`src/rtl/branch_sequencer.sv`:
```
// ---------------------------------------------------------------------------
// branch_sequencer
//
// Two-cycle branch controller for the RV32I core. Owns the program counter,
// accepts decoded instructions in RUN and, for control transfers, latches
// the condition code, operands, target and link address. The following
// cycle (RESOLVE) it presents the latched values to the shared combinational
// branch unit and commits the next PC from the returned taken flag.
//
// Parameters:
//   RESET_PC   PC value after reset
//   TRAP_PC    PC loaded when a taken target is misaligned (bit 1 set)
//   CNT_MAX    saturation value of the statistics counters
//
// Ports:
//   clk, rst        clock, synchronous active-high reset
//   instr_valid     decoded instruction present (ignored in RESOLVE)
//   stall           freeze all state and counters this cycle
//   BrOp            branch code: [4]=1 unconditional, [4:3]=01 conditional
//   is_jalr         target is rs1+imm (bit 0 cleared) instead of pc+imm
//   rs1, rs2, imm   register operands and sign-extended immediate
//   bu_rs1/bu_rs2/bu_brop   operands and code to the branch unit
//   bu_taken        taken flag returned by the branch unit
//   pc              current program counter
//   busy            high in RESOLVE; decode holds its instruction
//   flush           one-cycle pulse on any taken transfer
//   misalign        one-cycle pulse when a taken target has bit 1 set
//   br_cnt, taken_cnt   saturating transfer / taken statistics
// ---------------------------------------------------------------------------
module branch_sequencer #(
   parameter logic [31:0] RESET_PC = 32'h0000_0000,
   parameter logic [31:0] TRAP_PC  = 32'h0000_0100,
   parameter logic [15:0] CNT_MAX  = 16'hFFFF
) (
   input  logic        clk,
   input  logic        rst,
   input  logic        instr_valid,
   input  logic        stall,
   input  logic [4:0]  BrOp,
   input  logic        is_jalr,
   input  logic [31:0] rs1,
   input  logic [31:0] rs2,
   input  logic [31:0] imm,
   output logic [31:0] bu_rs1,
   output logic [31:0] bu_rs2,
   output logic [4:0]  bu_brop,
   input  logic        bu_taken,
   output logic [31:0] pc,
   output logic        busy,
   output logic        flush,
   output logic        misalign,
   output logic [15:0] br_cnt,
   output logic [15:0] taken_cnt
);

   typedef enum logic {
      RUN     = 1'b0,
      RESOLVE = 1'b1
   } state_t;

   state_t      state, state_nx;

   logic [4:0]  brop_q;
   logic [31:0] rs1_q;
   logic [31:0] rs2_q;
   logic [31:0] target_q;
   logic [31:0] link_q;

   logic        is_branch;
   logic        accept;
   logic        resolve;
   logic [31:0] jalr_sum;
   logic [31:0] target_d;

   assign is_branch = BrOp[4] | (BrOp[4:3] == 2'b01);
   assign accept    = (state == RUN) && instr_valid && !stall;
   assign resolve   = (state == RESOLVE) && !stall;

   // JALR clears bit 0 of the sum; bit 1 is kept so a misaligned target
   // can still be detected at resolve time.
   assign jalr_sum  = rs1 + imm;
   assign target_d  = is_jalr ? {jalr_sum[31:1], 1'b0} : (pc + imm);

   // NOTE: every output of this block gets a default first so no path can
   // leave a variable unassigned and infer a latch.
   always_comb begin
      state_nx = state;
      busy     = 1'b0;
      bu_brop  = 5'b00000;
      bu_rs1   = 32'h0;
      bu_rs2   = 32'h0;
      case (state)
         RUN: begin
            if (accept && is_branch)
               state_nx = RESOLVE;
         end
         RESOLVE: begin
            busy    = 1'b1;
            bu_brop = brop_q;
            bu_rs1  = rs1_q;
            bu_rs2  = rs2_q;
            if (!stall)
               state_nx = RUN;
         end
         default: state_nx = RUN;
      endcase
   end

   // NOTE: all state below uses non-blocking assignments so every register
   // samples pre-edge values regardless of statement order.
   always_ff @(posedge clk) begin
      if (rst) begin
         state     <= RUN;
         pc        <= RESET_PC;
         flush     <= 1'b0;
         misalign  <= 1'b0;
         br_cnt    <= 16'h0;
         taken_cnt <= 16'h0;
         brop_q    <= 5'b00000;
         rs1_q     <= 32'h0;
         rs2_q     <= 32'h0;
         target_q  <= 32'h0;
         link_q    <= 32'h0;
      end else begin
         state    <= state_nx;
         // Pulses are cleared every cycle, stall included, so they are
         // never high for more than the one cycle after resolution.
         flush    <= 1'b0;
         misalign <= 1'b0;

         if (accept) begin
            if (is_branch) begin
               brop_q   <= BrOp;
               rs1_q    <= rs1;
               rs2_q    <= rs2;
               target_q <= target_d;
               link_q   <= pc + 32'd4;
            end else begin
               pc <= pc + 32'd4;
            end
         end

         if (resolve) begin
            if (br_cnt != CNT_MAX)
               br_cnt <= br_cnt + 16'd1;
            if (bu_taken) begin
               flush <= 1'b1;
               if (target_q[1]) begin
                  pc       <= TRAP_PC;
                  misalign <= 1'b1;
               end else begin
                  pc <= target_q;
                  if (taken_cnt != CNT_MAX)
                     taken_cnt <= taken_cnt + 16'd1;
               end
            end else begin
               pc <= link_q;
            end
         end
      end
   end

endmodule
```
`config.mk`:
```
export PLATFORM = sky130hd
export DESIGN_NAME = branch_sequencer
export DESIGN_NICKNAME = d
export VERILOG_FILES = /design/src/rtl/branch_sequencer.sv
export SDC_FILE = /design/constraint.sdc
export NUM_CORES = 1
export LEC_CHECK = 0
export ABC_CLOCK_PERIOD_IN_PS = 3200
export CAP_MARGIN = 20
export CORE_ASPECT_RATIO = 0.6
export CORE_MARGIN = 8
export CORE_UTILIZATION = 48
export CTS_CLUSTER_SIZE = 8
export DETAILED_ROUTE_END_ITERATION = 7
export GPL_ROUTABILITY_DRIVEN = 0
export HOLD_SLACK_MARGIN = 0.12
export PLACE_DENSITY = 0.77
export SLEW_MARGIN = 20
export SYNTH_ARGS = -nofsm -noshare
export SYNTH_HDL_FRONTEND = slang
export SYNTH_SLANG_ARGS = --single-unit
export TNS_END_PERCENT = 30
```
`constraint.sdc`:
```
create_clock -name clk -period 3.2 [get_ports clk]
set_clock_uncertainty 0.1 [all_clocks]
set_input_delay 0.64 -clock clk [delete_from_list [all_inputs] [get_ports clk]]
set_output_delay 0.64 -clock clk [all_outputs]
set_load 0.02 [all_outputs]
```
Yosys cells after proc, flatten, opt, wreduce, memory -nomap -nowiden
Cells that the tools add are included.
{ "totals": {"reg_bits": 200, "inputBits": 107, "output_inout_bits": 136, "word_cells": 52} }
{ "classes": {"add_sub_neg": 5, "n_eq_ne": 4, "mux": 15, "n_bitwise": 5, "reduce_logical": 12} }
{ "op_table": {"columns": ["cell", "n"], "rows": [
  ["two-way mux 32 bit", 8],
  ["adder 32 bit", 2],
  ["adder 16 x 1 -> 16 bit, second input constant", 2],
  ["adder 32 x 3 -> 32 bit, second input constant", 1],
  ["inequality test 16 bit, second input constant", 2],
  ["AND reduction 2 bit", 3],
  ["two-way mux 1 bit", 5],
  ["two-way mux 5 bit", 1],
  ["logical AND 1 bit", 4],
  ["NOT 1 bit", 4],
  ["AND reduction 4 bit", 1],
  ["OR reduction 3 bit", 1],
  ["== test 2 x 1 -> 1 bit, second input constant", 1],
  ["inequality test 2 x 1 -> 1 bit, second input constant", 1],
  ["case mux 1 bit (2 select lines)", 1],
  ["nonzero test 2 bit", 1],
  ["OR reduction 2 bit", 1],
  ["logical NOT 1 bit", 1],
  ["bitwise OR 1 bit", 1]
]} }

Longest topological paths before layout
{ "logic_depth": {"depth_word": 6, "ltp_mapped": 10, "depth_no_buf": 10} }

Least setup slack after synthesis
Ideal clock, no wire load.
{ "synth_path": {"kind": "input to register", "start": "in imm[0]", "end": "reg target_q[26]", "setup_time_ps": 86, "arrival_time_ps": 3043, "required_time_ps": 3014, "setup_slack_ps": -29, "cell_stages": 10, "n_path_buf": 0, "path_cell_list": "ha_1 fa_1 a211oi_1 o21ai_0 a211oi_1 nor2_1 a21oi_1 o21ba_2 mux2_2 a211oi_1"} }
{ "synth_between": {"elab_chain_len": 2, "elab_cells_between_ends": 3, "classes_between": "2 x add/sub; 1 x mux"} }
{ "synth_lines": {"columns": ["element", "line", "text"], "rows": [
  ["start: declaration", "43", "input logic [31:0] imm,"],
  ["adder 32 bit (on tied branches)", "82, 81", null],
  ["two-way mux 32 bit (*)", "82", "assign target_d = is_jalr ? {jalr_sum[31:1], 1'b0} : (pc + imm);"],
  ["end signal: assignment", "136", "target_q <= target_d;"],
  ["end: declaration", "66", "logic [31:0] target_q;"]
]} }
Every way passes the cells marked *; elsewhere a longest branch is shown, timed or not.
A chain may end at the register's enable or synchronous reset.

Worst setup path after layout
Ends and elaborated chain as after synthesis.

==> summary.txt <==
Outcome
  • Status: complete, but fails checks
  • Violated checks: negative setup slack

Clocking
  • CTS Buffer Depth: 2
  • Root Driver: clkbuf_16
  • Hold buffers post-CTS: 0
  • CTS tree: yes
  • CTS sink cnt: 200
  • Clock Latency Late Sink: 0.44 ns
  • Cts bufs inserted: 17
  • H-tree depth: 4
  • Clock-pin slew reported for the worst setup and hold paths after clock tree synthesis: 0.08 ns

Logic synthesis
  • Post-synth cell types: 80
  • Top post-synthesis cells by area: dfxtp_1 32%, nand2_1 6.8%, ha_1 6.4%
  • Register area share after synthesis: 31.9%
  • EDFF count, synth: 0
  • Top-count cell post-synth: nand2_1
  • Area leader, netlist: dfxtp_1
  • Syn_nets: 1775
  • Synth Cell Area: 12600 sq um
  • Cells after synthesis: 1602
  • Yosys reg bits: 200
  • Synth top area share: 31.9%
  • Synthesized area per cell: 7.84 sq um
  • Async S/R FF share, synth: 0%
  • Top post-synthesis cells by count: 226 x nand2_1, 200 x dfxtp_1, 151 x a21oi_1, 128 x nor2_1, 89 x clkbuf_1
  • Warnings from Yosys: 0
  • Ys flop type: dfxtp_1

Setup path
  • Critical Path AT: 3.47 ns
  • Critical path's top delay family: compound AO/OA/AOI/OAI gates
  • Worst r2r dst: target_q[19]$_SDFFE_PP0P_
  • Crit path kind: in2reg
  • Most frequent CP cell: a211oi_2
  • Crit path max fanout: 3
  • Flop2flop setup slack: 0.29 ns
  • CP max stage delay: 0.46 ns
  • Buf+Inv Stages, Crit Path: 1
  • Depth of the most critical reg-to-reg path: 9
  • Worst setup EP type: register
  • Crit-path slowest cell: clkdlybuf4s50_1
  • CP required: 3.46 ns
  • Cell Chain, Critical Path: clkdlybuf4s50_1 -> ha_1 -> fa_2 -> a211oi_4 -> o21ai_2 -> a211oi_2 -> nor2_2 -> a21oi_2 -> o21ba_2 -> mux2_2 -> a211oi_2
  • CP Launch Type: input port
  • Crit path launch: imm[0]
  • R2r startpoint: pc[1]$_SDFFE_PP0P_

Finish
  • Share of post-route cells with drive strength above 1: 13.9%
  • Nets: 2110
  • Fin area: 17200 sq um
  • Fin util: 66.0%
  • Area grow syn2layout: 37.1%

STA
  • Worst-Margin Slew: 0.732 ns
  • Relative slew slack: 51.2%
  • Tmin final: 3.21 ns
  • # setup viols final: 1
  • Worst Hold Margin: 0.350 ns
  • Fin crit share: 100%
  • Slew Viols, Final: 0
  • Final count of hold timing violations: 0
  • Setup WS post-layout: -0.0110 ns
  • RSZ-0062 raised after global routing: true
  • FMAX: 0.311 GHz

Floorplanning
  • Starting Density: 48.2%
  • FP Rows: 46
  • Die width: 225 microns
  • Die Area: 31800 sq um
  • Die height: 141 microns
  • I/O pins: 243
  • Core ar.: 26100 sq um

Pwr
  • Static Leakage: 6.68 nW
  • Max rail drop VDD: 0.000380 V
  • Pwr Density: 378 nW/um^2

Placed design
  • Port bufs: 242
  • Worst slack, placed: -0.671 ns
  • Placed Area: 16500 sq um
  • Dpl hpwl: 31200 microns

Global route
  • Global route overflow: 0
  • Largest net degree at the start of global routing: 82
  • Vias in the first global route: 12700
  • Initial antenna violation count: 0
  • Global-route wire length before repair: 66300 microns
  • GRT Resource Usage Total: 25.4%

Detailed routing
  • Routed WL: 42200 microns
  • Remaining antenna violation count: 0
  • Detailed Routing Iterations Pass 1: 6
  • Average vias per placed instance: 5.76
  • DRC: 0
  • Total number of vias: 13300
  • Iter 0 DRT Violations: 1293
  • Wire per inst: 18.3 microns

Run
  • Max-cap violations: 0

Min path
  • Hold WC Path Type: reg2reg
  • Hold Path Cell Cnt: 2
  • Hold Path End: rs2_q[28]$_SDFFE_PP0P_
  • Hold_sp: rs2_q[28]$_SDFFE_PP0P_
-- tightest hold or removal path: cells and delay by family, from the launching register on --
| kind | cells | cell delay [ns] |
|---|---|---|
| AOI/OAI and AO/OA | 1 | 0.05 |
| DFF | 1 | 0.31 |
| and+or+nand+nor | 1 | 0.05 |
-- flip-flops by register name, summed over array words and instances, names as in the netlist --
register / cells
link_q: 32
taken_cnt: 16
target_q: 32
misalign: 1
brop_q: 5
rs1_q: 32
rs2_q: 32
state: 1
pc: 32
flush: 1
br_cnt: 16
-- cell usage in the layout (no fill, tap or decap), types with 38 or more instances in the layout --
| cell type | instances |
|---|---|
| nand2_1 | 226 |
| xnor2_1 | 53 |
| nor2_1 | 127 |
| nand3_1 | 53 |
| clkdlybuf4s50_1 | 239 |
| a211oi_1 | 60 |
| o21ai_0 | 60 |
| dfxtp_1 | 199 |
| ha_1 | 64 |
| and2_1 | 76 |
| a21oi_1 | 148 |
| buf_4 | 167 |
| xor2_1 | 63 |
| a21o_1 | 38 |
-- kinds of logic after synthesis --
group                    after synthesis  share of synthesized area (%)
adder cells (fa/ha/maj)               66                           6.69
buffers and inverters                122                           3.71
flip-flops                           200                           31.9
multiplexers                          17                           1.37
AO/OA/AOI/OAI                        444                           23.5
XOR/XNOR                             116                           8.09
AND/OR/NAND/NOR                      637                           24.7
-- worst max-delay path by stage --
| stage | endpoint | slack, ns | cells after the start |
|---|---|---|---|
| floorplan | target_q[26]$_SDFFE_PP0P_ | 0.06 | 10 |
| global placement | target_q[26]$_SDFFE_PP0P_ | -0.61 | 11 |
| detailed placement | target_q[26]$_SDFFE_PP0P_ | -0.67 | 11 |
| CTS | target_q[26]$_SDFFE_PP0P_ | -0.02 | 11 |
| global route | target_q[24]$_SDFFE_PP0P_ | -0.05 | 12 |
| finish | target_q[26]$_SDFFE_PP0P_ | -0.01 | 11 |
-- report_power, final --
part / switching [mW] / internal, mW
registers: 0.0739 / 2.59
logic: 0.784 / 0.686
clock network: 1.01 / 1.35
total: 1.87 / 4.63
-- what timing repair did --
item	CTS	global route
setup buffers	0	1
pin swaps	1	9
hold endpoints to repair	0	0
gates resized for setup	10	17
endpoints found under the setup margin	10	14
-- cell type report --
| type | count | area [sq um] |
|---|---|---|
| Timing Repair Buffer | 416 | 3810 |
| Fill cell | 2172 | 8850 |
| Sequential cell | 200 | 4010 |
| Clock inverter | 9 | 163 |
| Tap cell | 360 | 450 |
| Multi-Input combinational cell | 1280 | 8240 |
| Antenna cell | 1 | 2.50 |
| Inverter | 22 | 82.6 |
| Clock buffer | 21 | 460 |
-- metrics by stage --
stage	cells	setup TNS (ns)	total power, mW
after floorplan	1602	0	3.50
after global placement	2277	-8.16	4.10
after detailed placement	2277	-9.37	4.14
after CTS	2307	-0.0194	6.51
after global routing	2308	-0.173	6.78
final	2309	-0.0110	6.50
-- per-layer routing --
metal,global-route usage [%],share of wire (%)
met5,0,0
met4,7.58,2.2
met3,6.51,8.8
met2,39.4,45
met1,34.4,44
No activity file was read; power rests on OpenSTA's default activity.
